==> src/rtl/sha256_pkg.sv <==
// Types shared by the packet-ID issuer, the ID buffer and the
// downstream hash-engine consumers.
package sha256_pkg;

    localparam int ID_W = 6;

    typedef logic [ID_W-1:0] id_t;

    typedef struct packed {
        logic last;
        id_t  id;
    } id_entry_t;

endpackage

==> src/rtl/sha256_id_buf_if.sv <==
// Valid/ready ID stream into and out of the ID buffer,
// plus the debug occupancy count.
interface sha256_id_buf_if
    import sha256_pkg::*;
#(
    parameter int DEPTH = 4
);
    localparam int CW = $clog2(DEPTH) + 1;

    id_t           id_in;
    logic          id_in_last;
    logic          id_in_valid;
    logic          id_in_ready;
    id_t           id_out;
    logic          id_out_last;
    logic          id_out_valid;
    logic          id_out_ready;
    logic [CW-1:0] count;

    modport slave (
        input  id_in, id_in_last, id_in_valid, id_out_ready,
        output id_in_ready, id_out, id_out_last, id_out_valid, count
    );

    modport master (
        output id_in, id_in_last, id_in_valid, id_out_ready,
        input  id_in_ready, id_out, id_out_last, id_out_valid, count
    );

endinterface

==> src/rtl/sha256_fifo.sv <==
// Generic storage and wrap-bit pointer logic with a registered head;
// exports next-cycle full/empty so callers can register their flags.
module sha256_fifo #(
    parameter  int W     = 8,
    parameter  int DEPTH = 4,
    localparam int AW    = $clog2(DEPTH),
    localparam int PW    = AW + 1
) (
    input  logic          clk,
    input  logic          rst_n,
    input  logic          clr,
    input  logic          push,
    input  logic          pop,
    input  logic [W-1:0]  wdata,
    output logic [W-1:0]  rdata,
    output logic          full_nxt,
    output logic          empty_nxt,
    output logic [PW-1:0] count
);

    logic [W-1:0]  mem_q [DEPTH];
    logic [PW-1:0] wr_q, wr_d;
    logic [PW-1:0] rd_q, rd_d;
    logic [W-1:0]  head_q, head_d;

    always_comb begin
        wr_d = wr_q + PW'(push);
        rd_d = rd_q + PW'(pop);
        // An entry written this cycle may already be the next head.
        if (push && (wr_q[AW-1:0] == rd_d[AW-1:0]))
            head_d = wdata;
        else
            head_d = mem_q[rd_d[AW-1:0]];
    end

    assign empty_nxt = (wr_d == rd_d);
    assign full_nxt  = (wr_d[AW-1:0] == rd_d[AW-1:0]) &&
                       (wr_d[AW] != rd_d[AW]);

    always_ff @(posedge clk) begin
        if (!rst_n || clr) begin
            wr_q   <= '0;
            rd_q   <= '0;
            head_q <= '0;
        end else begin
            wr_q <= wr_d;
            rd_q <= rd_d;
            if (!empty_nxt)
                head_q <= head_d;
        end
    end

    always_ff @(posedge clk) begin
        if (push)
            mem_q[wr_q[AW-1:0]] <= wdata;
    end

    assign rdata = head_q;
    assign count = wr_q - rd_q;

endmodule

==> src/rtl/sha256_id_buf.sv <==
// FWFT buffer between the packet-ID issuer and the hash engine;
// registered ready/valid with enable gating.
module sha256_id_buf
    import sha256_pkg::*;
#(
    parameter int DEPTH = 4
) (
    input  logic  clk,
    input  logic  nrst,
    input  logic  en,
    input  logic  sync_rst,
    sha256_id_buf_if.slave b
);

    localparam int CW = $clog2(DEPTH) + 1;
    localparam int EW = $bits(id_entry_t);

    logic          ready_q, ready_d;
    logic          valid_q, valid_d;
    logic          push, pop;
    logic          full_nxt, empty_nxt;
    logic [EW-1:0] rd_raw;
    logic [CW-1:0] cnt;
    id_entry_t     wr_e, rd_e;

    assign push = b.id_in_valid && ready_q;
    assign pop  = valid_q && b.id_out_ready;

    assign wr_e.last = b.id_in_last;
    assign wr_e.id   = b.id_in;

    sha256_fifo #(
        .W     (EW),
        .DEPTH (DEPTH)
    ) u_fifo (
        .clk       (clk),
        .rst_n     (nrst),
        .clr       (sync_rst),
        .push      (push),
        .pop       (pop),
        .wdata     (wr_e),
        .rdata     (rd_raw),
        .full_nxt  (full_nxt),
        .empty_nxt (empty_nxt),
        .count     (cnt)
    );

    always_comb begin
        ready_d = en && !full_nxt;
        valid_d = en && !empty_nxt;
    end

    always_ff @(posedge clk) begin
        if (!nrst || sync_rst) begin
            ready_q <= 1'b0;
            valid_q <= 1'b0;
        end else begin
            ready_q <= ready_d;
            valid_q <= valid_d;
        end
    end

    assign rd_e           = id_entry_t'(rd_raw);
    assign b.id_in_ready  = ready_q;
    assign b.id_out_valid = valid_q;
    assign b.id_out       = rd_e.id;
    assign b.id_out_last  = rd_e.last;
    assign b.count        = cnt;

endmodule

==> src/flat_wrapper.sv <==
// flat-port wrapper written by rule: the top's interface ports become plain ports
module sha256_id_buf_flat import sha256_pkg::*;
#(
    parameter int DEPTH = 4
)
  (clk, nrst, en, sync_rst, b_id_in, b_id_in_last, b_id_in_valid, b_id_out_ready, b_id_in_ready, b_id_out, b_id_out_last, b_id_out_valid, b_count);
  sha256_id_buf_if #(.DEPTH(DEPTH)) b_i ();
  input  logic clk;
  input  logic nrst;
  input  logic en;
  input  logic sync_rst;
  input wire logic [$bits(b_i.id_in)-1:0] b_id_in;
  input wire logic [$bits(b_i.id_in_last)-1:0] b_id_in_last;
  input wire logic [$bits(b_i.id_in_valid)-1:0] b_id_in_valid;
  input wire logic [$bits(b_i.id_out_ready)-1:0] b_id_out_ready;
  output wire logic [$bits(b_i.id_in_ready)-1:0] b_id_in_ready;
  output wire logic [$bits(b_i.id_out)-1:0] b_id_out;
  output wire logic [$bits(b_i.id_out_last)-1:0] b_id_out_last;
  output wire logic [$bits(b_i.id_out_valid)-1:0] b_id_out_valid;
  output wire logic [$bits(b_i.count)-1:0] b_count;
  assign b_i.id_in = b_id_in;
  assign b_i.id_in_last = b_id_in_last;
  assign b_i.id_in_valid = b_id_in_valid;
  assign b_i.id_out_ready = b_id_out_ready;
  assign b_id_in_ready = b_i.id_in_ready;
  assign b_id_out = b_i.id_out;
  assign b_id_out_last = b_i.id_out_last;
  assign b_id_out_valid = b_i.id_out_valid;
  assign b_count = b_i.count;
  sha256_id_buf #(.DEPTH(DEPTH)) u_core (.clk(clk), .nrst(nrst), .en(en), .sync_rst(sync_rst), .b(b_i));
endmodule
==> config.mk <==
export PLATFORM = sky130hd
export DESIGN_NAME = sha256_id_buf_flat
export DESIGN_NICKNAME = d
export VERILOG_FILES = /design/src/rtl/sha256_pkg.sv /design/src/rtl/sha256_id_buf_if.sv /design/src/rtl/sha256_fifo.sv /design/src/rtl/sha256_id_buf.sv /design/src/flat_wrapper.sv
export SDC_FILE = /design/constraint.sdc
export NUM_CORES = 1
export LEC_CHECK = 0
export BUFFER_PORTS_ARGS = -buffer_cell sky130_fd_sc_hd__buf_4
export CELL_PAD_IN_SITES_DETAIL_PLACEMENT = 1
export CELL_PAD_IN_SITES_GLOBAL_PLACEMENT = 1
export CORE_ASPECT_RATIO = 0.8
export CORE_UTILIZATION = 45
export CTS_BUF_LIST = sky130_fd_sc_hd__clkbuf_4 sky130_fd_sc_hd__clkbuf_8
export DETAILED_ROUTE_END_ITERATION = 8
export PLACE_DENSITY_LB_ADDON = 0.1
export SYNTH_ARGS = -nofsm -noshare
export SYNTH_HDL_FRONTEND = slang
export SYNTH_SLANG_ARGS = --single-unit
==> constraint.sdc <==
create_clock -name clk -period 2.5 [get_ports clk]
set_input_delay 0.125 -clock clk [delete_from_list [all_inputs] [get_ports clk]]
set_output_delay 0.125 -clock clk [all_outputs]
set_load 0.005 [all_outputs]
==> results of run 1 <==
## logic make-up after synthesis
family          Yosys count
simple gates             29
flops                    43
mux                       9
fa+ha+maj                 5
compound gates           15
xor+xnor                  9
buf+inv                  15
## metrics by stage
step / total power [W] / cells / worst slack, ns
3_5_place_dp: 0.000850 / 207 / 0.294
4_1_cts: 0.00127 / 215 / 0.274
2_1_floorplan: 0.000811 / 125 / 0.448
3_3_place_gp: 0.000847 / 207 / 0.357
6_report: 0.00126 / 215 / 0.284
5_1_grt: 0.00130 / 215 / 0.176
## placed cells by master, fill, tap and decap left out
cell type,Yosys,final
buf_4,0,30
edfxtp_1,28,28
dfxtp_1,15,15
inv_1,12,12
nand2_1,10,10
nor2_1,8,8
a21oi_1,7,7
mux4_1,7,7
a221oi_2,7,7
clkbuf_8,0,5
xnor2_1,4,4
ha_1,4,4
nor3_1,3,3
and2_1,3,3
xor2_1,3,3
and3_2,1,1
nand3_1,1,1
nor2b_1,1,1
nand2b_1,1,1
xor2_4,1,1
xnor3_1,1,1
nor3_4,1,1
mux2_2,1,1
mux2i_1,1,1
a21oi_2,1,1
fa_1,1,1
clkinv_1,0,1
clkinv_4,0,1
clkinvlp_4,0,1
## registers in the layout, indices dropped and copies added (netlist names)
signal                 flops
u_core.u_fifo.mem_q       28
u_core.u_fifo.rdata        7
u_core.u_fifo.rd_q         3
u_core.u_fifo.wr_q         3
u_core.b.id_in_ready       1
u_core.b.id_out_valid      1
## routing by layer
layer	vias to the layer above	track usage, %
li1	525	-
met5	-	0
met4	0	4.04
met2	23	29.5
met3	4	5.23
met1	548	26.5
## area by class of cell
cell class / instances / area share [%]
Sequential cell: 43 / 50.8
Multi-Input combinational cell: 67 / 30.2
Tap cell: 55 / 3.06
Inverter: 12 / 2.00
Timing Repair Buffer: 30 / 10.0
Clock inverter: 3 / 0.891
Clock buffer: 5 / 3.06
## synth_stat cells, types with 3 or more instances
cell type	number
nand2_1	10
and2_1	3
dfxtp_1	15
xnor2_1	4
mux4_1	7
edfxtp_1	28
a21oi_1	7
xor2_1	3
nor2_1	8
inv_1	12
nor3_1	3
a221oi_2	7
ha_1	4
## path summary, 6_finish.rpt
path / start / to / slack (ns) / depth (start not counted)
min: b_id_in[5] / u_core.u_fifo.mem_q[3][5] / 0.06 / 1
min reg2reg: u_core.u_fifo.rdata[6] / u_core.u_fifo.rdata[6] / 0.47 / 2
max reg2reg: u_core.b.id_in_ready / u_core.u_fifo.rdata[1] / 0.28 / 10
max: u_core.b.id_in_ready / u_core.u_fifo.rdata[1] / 0.28 / 10
## power by group
group | switching [W] | internal [W]
clock | 0.000232 | 0.000195
combinational | 0.0000369 | 0.0000326
sequential | 0.00000265 | 0.000760
total | 0.000272 | 0.000988
==> run summary, run 1 <==
========================================================================================================
Category of the worst setup path launch point                                                  flip-flop
GRT Residual Overflow                                                                                  0
Area after DPL                                                                                 2160 um^2
Antenna violations before repair                                                                       0
Total number of yosys warnings                                                                         0
Routed wirelength normalized by instance count                                                   16.8 um
Cell area power density                                                                      560 nW/um^2
# fillers                                                                                            398
Share of synthesized area spent on multiplexers                                                    10.9%
Post-CTS clock slew at the launch and capture registers of the worst setup and hold paths        0.08 ns
Count of nets left with antenna violations after detail routing                                        0
Wire length on met1                                                                              1880 um
Largest cells by area after synthesis                                                       edfxtp_1 45%, dfxtp_1 16%, mux4_1 9.8%
Combinational family with the most area after synthesis                                     multiplexers
Fraction of the mapped netlist area in adder cells                                                 3.72%
Placed wire-length estimate after detailed placement                                             2730 um
Worst Setup Path Type                                                                       flip-flop to flip-flop
Type of the tightest min-delay check                                                        input port to flip-flop
TritonCTS Buffers                                                                                      5
Number of synthesized flops with an enable pin                                                        28
Leakage power                                                                                   0.884 nW
Max-capacitance violation count                                                                        0
Area taken by flip-flops and latches                                                           1140 um^2
Count of distinct cell types in the synthesized netlist                                               27
Routed via count divided by cell count                                                              5.12
Synthesized-area fraction occupied by and/or/nand/nor cells                                        7.57%
Number of hold violations in the final report                                                          0
Number of instances resized during post-cts repair                                                     0
Number of antenna repair diodes                                                                        0
Maximum number of pins on one net before global-route repair                                          15
Finished Core Util                                                                                 57.6%
First-pass GRT wire length                                                                       5830 um
Parity-gate share of the synthesized area counting xor and xnor cells                              5.91%
Biggest fanout along the worst timing path                                                            13
Fin. max-slew vios                                                                                     0
Synthesized flop and latch total                                                                      43
Wire length on met3                                                                               138 um
Portion of the post-synthesis area used by sequential elements                                     60.6%
Unrepaired setup endpoints after global routing                                                       no
Area Overhead vs Synth                                                                             19.3%
Finished layout cell area                                                                      2250 um^2
Peak per-stage delay on the critical path                                                        0.33 ns
Number of design rule violations left after detail routing                                             0
Slowest library cell on the worst path                                                           dfxtp_1
TritonCTS clock tree                                                                               built
Capturing element type of the critical path                                                    flip-flop
Post-Syn Nets                                                                                        143
Post-synthesis cell type with the largest combined area                                         edfxtp_1
Detailed route wirelength on metal2                                                              1580 um
Drt initial violations                                                                                56
Worst path cell trace                                                                       nand2_1 > inv_1 > ha_1 > ha_1 > xnor2_1 > xor2_1 > nor3_4 > buf_4 > buf_4 > a221oi_2
CTS Buffer Depth                                                                                       2
Worst hold slack                                                                               0.0578 ns
Fraction of final layout cells sized beyond drive strength 1                                       30.6%
Overall via count from detail_route                                                                1,100
Arr. time, crit path                                                                             2.41 ns
I/O Buffers                                                                                           24
Crit path buf inv count                                                                                3
Global-route usage over all layers                                                                 18.8%
Overall die width                                                                                74.3 um
Compound-cell area share of the yosys netlist                                                      7.90%
Worst rel slew slack                                                                               53.5%
Leading register cell type out of synthesis                                                     edfxtp_1
Max VDD drop                                                                                    0.400 mV
Area of the mapped netlist                                                                     1880 um^2
Per-instance average area after synthesis                                                      15.1 um^2
Fraction of post-synthesis cell area in the top cell type by area                                  44.6%
Final #Nets                                                                                          177
Die area                                                                                       4450 um^2
Clock latency on the worst-skew pair                                                             0.28 ns
CTS Sinks                                                                                             43
Die Span Y                                                                                       59.9 um
Transition at the pin with the smallest max-transition slack                                    0.695 ns
Via count of the first global-routing pass                                                         1,121
Setup Fix Bufs, Post-CTS                                                                               0
Multi-input gate area in the final layout                                                       678 um^2
Share of synthesized registers carrying an async set or reset                                         0%
Highest routed metal layer                                                                          met4
Effective utilization at floorplan                                                                 48.3%
Root Buffer Master                                                                              clkbuf_8
I/O Pins                                                                                              25
Cell count after synthesis                                                                           125
Final Setup Violations                                                                                 0
Required time of the critical path                                                               2.69 ns
Result of the run                                                                           finished, final reports clean
Total routed wirelength                                                                          3620 um
Post-layout minimum cycle time                                                                   2.22 ns
Total negative slack                                                                                0 ns
Post-route fraction of the period consumed by the critical path                                    88.7%
Highest achievable clock rate                                                                    451 MHz
Number of standard-cell rows in the floorplan                                                         20
Dominant delay contributor by cell family on the critical path                              XOR/XNOR gates
# hold bufs at CTS                                                                                     0
Worst Clk Skew                                                                                0.00338 ns
Depth of the CTS H-tree                                                                                2
Global placer's final weighted congestion                                                          0.750
Floorplan core area                                                                            3900 um^2
Initial DRT Pass Iterations                                                                            4
========================================================================================================
No activity file was read; power rests on OpenSTA's default activity.
==> inputs of run 2 (changes only) <==
--- a/config.mk
+++ b/config.mk
@@ -8,8 +8,7 @@
 export BUFFER_PORTS_ARGS = -buffer_cell sky130_fd_sc_hd__buf_4
 export CELL_PAD_IN_SITES_DETAIL_PLACEMENT = 1
 export CELL_PAD_IN_SITES_GLOBAL_PLACEMENT = 1
-export CORE_ASPECT_RATIO = 0.8
-export CORE_UTILIZATION = 45
+export CORE_UTILIZATION = 40
 export CTS_BUF_LIST = sky130_fd_sc_hd__clkbuf_4 sky130_fd_sc_hd__clkbuf_8
 export DETAILED_ROUTE_END_ITERATION = 8
 export PLACE_DENSITY_LB_ADDON = 0.1
==> run 2 against run 1 <==
Compared with the run above:
- the flow now finishes with violations (design-rule violations)
- clock skew increased by 0.0017 ns
- global-route usage decreased by 1.8 points
- die area increased by 12%
- sequential power about the same
- via count increased by 2.1%
- critical path type unchanged
- cell count unchanged
- routed wire length increased by 6.0%
- design area increased by 1.9%
- register-to-register slack got worse by 0.07 ns
- sequential share of layout area decreased by 0.97 points
- highest routed layer unchanged
- clock power increased by 27%
- critical endpoint is now u_core.u_fifo.rdata[4]
- first-iteration DRC count decreased by 63%
==> run summary, run 2 (synthesis results as in run 1) <==
========================================================================================================
TritonCTS clock tree                                                                               built
Category of the worst setup path launch point                                                  flip-flop
Global-route usage over all layers                                                                 17.0%   -1.8 points
Number of design rule violations left after detail routing                                             2   +2
Area Overhead vs Synth                                                                             21.6%
Number of hold violations in the final report                                                          0   unchanged
Overall Power                                                                                  0.00138 W   +9.3%
Global placer's final weighted congestion                                                          0.792   +5.6%
Finished layout cell area                                                                      2290 um^2   +1.9%
Highest achievable clock rate                                                                    437 MHz   -3.1%
Worst rel slew slack                                                                               42.5%   -11 points
Type of the tightest min-delay check                                                        input port to flip-flop
Result of the run                                                                           finished, violations left
Failing checks                                                                              design-rule violations
Floorplan core area                                                                            4440 um^2   +14%
Max VDD drop                                                                                    0.362 mV   -9.5%
Part of the total power dissipated in sequential elements                                          55.5%   -5.1 points
Antenna violations before repair                                                                       0   unchanged
I/O Pins                                                                                              25   unchanged
Via count of the first global-routing pass                                                         1,203   +7.3%
Switch share                                                                                       19.0%   -2.6 points
Net switching power                                                                           0.000262 W   -3.7%
Post-CTS clock slew at the launch and capture registers of the worst setup and hold paths        0.08 ns   about the same
Number of standard-cell rows in the floorplan                                                         24   +20%
Total negative slack                                                                                0 ns   unchanged
Setup Fix Bufs, Post-CTS                                                                               0   unchanged
Routed via count divided by cell count                                                              5.22   +2.1%
GRT Residual Overflow                                                                                  0   unchanged
Total routed wirelength                                                                          3840 um   +6.0%
Post-route fraction of the period consumed by the critical path                                    91.5%   +2.8 points
TritonCTS Buffers                                                                                      5   unchanged
Finished Core Util                                                                                 51.5%   -6.0 points
Biggest fanout along the worst timing path                                                            14   +1
Clock latency on the worst-skew pair                                                             0.29 ns   about the same
Area after DPL                                                                                 2180 um^2   +0.87%
Effective utilization at floorplan                                                                 42.4%   -5.9 points
Peak per-stage delay on the critical path                                                        0.35 ns   +0.02 ns
Most common cell after layout, fill and taps aside                                                 buf_4
Depth of the CTS H-tree                                                                                2   unchanged
Max-capacitance violation count                                                                        0   unchanged
Root Buffer Master                                                                              clkbuf_8
Die Span Y                                                                                       70.6 um   +18%
Fraction of final layout cells sized beyond drive strength 1                                       32.5%   +1.9 points
First-pass GRT wire length                                                                       6110 um   +4.9%
I/O Buffers                                                                                           24   unchanged
Flip-flop count of the largest register after layout                                                  28   unchanged
CTS Sinks                                                                                             43   unchanged
Worst Clk Skew                                                                                0.00504 ns   +0.00166 ns
Int Power                                                                                      0.00111 W   +13%
Arr. time, crit path                                                                             2.49 ns   +0.08 ns
Commonest cells after routing, fill and taps aside                                          33 x buf_4, 28 x edfxtp_1, 15 x dfxtp_1, 12 x inv_1, 10 x nand2_1
Required time of the critical path                                                               2.70 ns   about the same
Overall via count from detail_route                                                                1,123   +2.1%
Fin. max-slew vios                                                                                     0   unchanged
Placed wire-length estimate after detailed placement                                             2800 um   +2.7%
Capturing element type of the critical path                                                    flip-flop
Drt initial violations                                                                                21   -63%
Leakage power                                                                                   0.917 nW   +3.7%
Routed wirelength normalized by instance count                                                   17.8 um   +6.0%
Overall die width                                                                                70.6 um   -5.0%
Unrepaired setup endpoints after global routing                                                       no
CTS Buffer Depth                                                                                       2   unchanged
Final Setup Violations                                                                                 0   unchanged
Initial DRT Pass Iterations                                                                            6   +2
Worst path cell trace                                                                       nand2_1 > inv_1 > ha_1 > ha_1 > xnor2_1 > xor2_1 > nor3_4 > buf_4 > buf_4 > a221oi_2
Maximum number of pins on one net before global-route repair                                          15   unchanged
Worst Setup Path Type                                                                       flip-flop to flip-flop
Post-layout minimum cycle time                                                                   2.29 ns   +0.0712 ns
Die area                                                                                       4990 um^2   +12%
Slowest library cell on the worst path                                                            xor2_1
Final #Nets                                                                                          180   +1.7%
Worst hold slack                                                                               0.0394 ns   -0.0183 ns
# hold bufs at CTS                                                                                     0   unchanged
Transition at the pin with the smallest max-transition slack                                    0.859 ns   +0.164 ns
Count of nets left with antenna violations after detail routing                                        0   unchanged
Cell area power density                                                                      601 nW/um^2   +7.2%
Clock network fraction of total power                                                              39.5%   +5.6 points
Number of instances resized during post-cts repair                                                     0   unchanged
Number of antenna repair diodes                                                                        0   unchanged
Part of the power in combinational logic                                                            5.0%   -0.5 points
========================================================================================================
[run 2: final timing paths]
kind                               start                         to  slack, ns  cells after the start
setup / recovery    u_core.b.id_in_ready     u_core.u_fifo.rdata[4]       0.21                     10
hold / removal                b_id_in[5]  u_core.u_fifo.mem_q[1][5]       0.04                      1
setup reg to reg    u_core.b.id_in_ready     u_core.u_fifo.rdata[4]       0.21                     10
hold reg to reg   u_core.u_fifo.rdata[6]     u_core.u_fifo.rdata[6]       0.47                      2
[run 2: layout make-up]
type	count	area, um^2
Fill cell	462	2150
Clock inverter	1	30.0
Clock buffer	7	83.8
Timing Repair Buffer	33	248
Sequential cell	43	1140
Inverter	12	45.0
Multi-Input combinational cell	67	678
Tap cell	52	65.1
[run 2: routing by layer]
metal  routed length (um)  global-route usage, %  vias up
met2                 1950                   27.6       21
met5                    0                      0        -
li1                     -                      -      538
met1                 1700                   21.7      556
met3                  104                   3.99        8
met4                   82                   8.22        0
[run 2: power groups by stage]
stage / clock network [W] / registers, W / logic [W]
floorplan: 0 / 0.000780 / 0.0000317
global placement: 0 / 0.000780 / 0.0000671
detailed placement: 0 / 0.000780 / 0.0000693
CTS: 0.000558 / 0.000764 / 0.0000698
global route: 0.000584 / 0.000764 / 0.0000752
finish: 0.000544 / 0.000764 / 0.0000684
[run 2: per-stage QoR]
step | worst slack, ns | cells
finish | 0.212 | 215
global route | 0.0991 | 215
CTS | 0.208 | 215
detailed placement | 0.244 | 207
global placement | 0.350 | 207
floorplan | 0.448 | 125
[run 2: critical path: cells and delay by family, from the launching register on]
kind / cells / cell delay (ns)
simple gates: 2 / 0.21
fa+ha+maj: 2 / 0.37
buf+inv: 3 / 0.43
compound gates: 1 / 0.26
xor+xnor: 2 / 0.60
flops: 1 / 0.33
==> inputs of run 3 (changes only) <==
--- a/config.mk
+++ b/config.mk
@@ -12,6 +12,7 @@
 export CTS_BUF_LIST = sky130_fd_sc_hd__clkbuf_4 sky130_fd_sc_hd__clkbuf_8
 export DETAILED_ROUTE_END_ITERATION = 8
 export PLACE_DENSITY_LB_ADDON = 0.1
+export SETUP_SLACK_MARGIN = 0.4
 export SYNTH_ARGS = -nofsm -noshare
 export SYNTH_HDL_FRONTEND = slang
 export SYNTH_SLANG_ARGS = --single-unit
==> run 3 against run 2 <==
Compared with the run above:
- the flow still finishes with violations (design-rule violations)
- sequential cell count stayed put
- first-iteration DRC count up 9.5%
- routed wire length grew 5.1%
- critical path type unchanged
==> run summary, run 3 (synthesis results as in run 1) <==
========================================================================================================
GRT Residual Overflow                                                                                  0   unchanged
# fillers                                                                                            449   -2.8%
Max-capacitance violation count                                                                        0   unchanged
Global-route usage over all layers                                                                 17.3%   +0.31 points
Most common cell after layout, fill and taps aside                                                 buf_4
Die area                                                                                       4990 um^2   unchanged
Total routed wirelength                                                                          4030 um   +5.1%
Worst Setup Path Type                                                                       flip-flop to flip-flop
Overall via count from detail_route                                                                1,138   +1.3%
Area Overhead vs Synth                                                                             28.2%
Arr. time, crit path                                                                             2.25 ns   -0.24 ns
Die Span Y                                                                                       70.6 um   unchanged
# hold bufs at CTS                                                                                     0   unchanged
Required time of the critical path                                                               2.70 ns   about the same
Final Setup Violations                                                                                 0   unchanged
Number of hold violations in the final report                                                          0   unchanged
Failing checks                                                                              design-rule violations
Initial DRT Pass Iterations                                                                            5   -1
Number of design rule violations left after detail routing                                             2   unchanged
Final #Nets                                                                                          186   +3.3%
Total negative slack                                                                                0 ns   unchanged
Worst rel slew slack                                                                               42.6%   +0.10 points
Effective utilization at floorplan                                                                 42.4%   unchanged
Highest achievable clock rate                                                                    490 MHz   +12%
Flip-flop count of the largest register after layout                                                  28   unchanged
CTS Sinks                                                                                             43   unchanged
Min setup slack post-route                                                                      0.458 ns   +0.246 ns
Fin. max-slew vios                                                                                     0   unchanged
Antenna violations before repair                                                                       0   unchanged
Category of the worst setup path launch point                                                  flip-flop
TritonCTS Buffers                                                                                      5   unchanged
Routed wirelength normalized by instance count                                                   18.2 um   +2.2%
Post-route fraction of the period consumed by the critical path                                    81.7%   -9.8 points
Global placer's final weighted congestion                                                          0.792   unchanged
Max VDD drop                                                                                    0.362 mV   -0.15%
Drt initial violations                                                                                23   +9.5%
Type of the tightest min-delay check                                                        input port to flip-flop
TritonCTS clock tree                                                                               built
Placed wire-length estimate after detailed placement                                             2800 um   unchanged
Depth of the CTS H-tree                                                                                2   unchanged
Floorplan core area                                                                            4440 um^2   unchanged
Area taken by flip-flops and latches                                                           1140 um^2   +0.22%
Result of the run                                                                           finished, violations left
Number of standard-cell rows in the floorplan                                                         24   unchanged
Post-layout minimum cycle time                                                                   2.04 ns   -0.246 ns
Post-place setup slack                                                                          0.244 ns   unchanged
Count of nets left with antenna violations after detail routing                                        0   unchanged
First-pass GRT wire length                                                                       6240 um   +2.0%
Maximum number of pins on one net before global-route repair                                          15   unchanged
Biggest fanout along the worst timing path                                                             7   -7
Root Buffer Master                                                                              clkbuf_8
Worst Clk Skew                                                                                0.00593 ns   +0.000884 ns
Commonest cells after routing, fill and taps aside                                          38 x buf_4, 28 x edfxtp_1, 13 x dfxtp_1, 12 x inv_1, 9 x nand2_1
Capturing element type of the critical path                                                    flip-flop
Register-to-Register Setup Slack                                                                 0.46 ns   +0.25 ns
CTS Buffer Depth                                                                                       2   unchanged
Via count of the first global-routing pass                                                         1,218   +1.2%
Number of antenna repair diodes                                                                        0   unchanged
Unrepaired setup endpoints after global routing                                                       no
Overall die width                                                                                70.6 um   unchanged
Transition at the pin with the smallest max-transition slack                                    0.858 ns   -0.00150 ns
I/O Pins                                                                                              25   unchanged
Multi-input gate area in the final layout                                                       752 um^2   +11%
Clock latency on the worst-skew pair                                                             0.29 ns   about the same
Fraction of final layout cells sized beyond drive strength 1                                       41.4%   +8.9 points
Routed via count divided by cell count                                                              5.15   -1.4%
Post-CTS clock slew at the launch and capture registers of the worst setup and hold paths        0.08 ns   about the same
Leakage power                                                                                   0.943 nW   +2.9%
Cell area power density                                                                      573 nW/um^2   -4.7%
I/O Buffers                                                                                           24   unchanged
========================================================================================================
[run 3: metrics by stage]
step / total power, W / cells / util (%) / hold WS, ns / area, um^2
after detailed placement: 0.000849 / 207 / 49.0 / 0.340 / 2180
after floorplan: 0.000811 / 125 / - / 0.224 / 1880
after CTS: 0.00139 / 216 / 52.5 / 0.0305 / 2330
after global routing: 0.00143 / 221 / 54.4 / 0.0300 / 2420
after global placement: 0.000847 / 207 / 49.0 / 0.338 / 2180
final: 0.00138 / 221 / 54.4 / 0.0398 / 2420
[run 3: power breakdown]
group          internal (W)  leakage (nW)  total [W]  switching, W
clock network      0.000321        0.0593   0.000543      0.000223
logic             0.0000379         0.510  0.0000760     0.0000381
registers          0.000761         0.374   0.000764    0.00000313
[run 3: cell type report]
type | count | share of cell area (%)
Clock inverter | 1 | 1.24
Clock buffer | 7 | 3.47
Inverter | 12 | 1.86
Tap cell | 52 | 2.69
Timing Repair Buffer | 39 | 12.3
Sequential cell | 43 | 47.3
Multi-Input combinational cell | 67 | 31.1
[run 3: final timing paths]
| path | start | to | depth (start not counted) |
|---|---|---|---|
| worst max-delay path | u_core.b.id_in_ready | u_core.u_fifo.rdata[4] | 10 |
| worst min-delay path | b_id_in[5] | u_core.u_fifo.mem_q[1][5] | 1 |
| worst max register to register | u_core.b.id_in_ready | u_core.u_fifo.rdata[4] | 10 |
| worst min register to register | u_core.u_fifo.rdata[6] | u_core.u_fifo.rdata[6] | 2 |
[run 3: per-layer routing]
| metal | GRT usage [%] | up-vias | routed length (um) |
|---|---|---|---|
| li1 | - | 546 | - |
| met1 | 22.1 | 562 | 1730 |
| met2 | 28.3 | 20 | 2100 |
| met3 | 3.99 | 10 | 104 |
| met4 | 8.22 | 0 | 95 |
| met5 | 0 | - | 0 |
[run 3: timing repair]
item | in CTS | in global routing
pin swaps | 1 | 3
gates resized for setup | 6 | 10
cloned | 0 | 1
endpoints found under the setup margin | 7 | 8
buffers inserted | 1 | 4
[run 3: critical path: stages, from the launching register on]
cell and delay [ns]:
dfxtp_2 0.34, nand2_2 0.09, inv_1 0.05, ha_1 0.19, ha_2 0.21, xnor2_4 0.21, xor2_2 0.22, nor3_4 0.07
buf_4 0.17, buf_4 0.14, a221oi_2 0.26
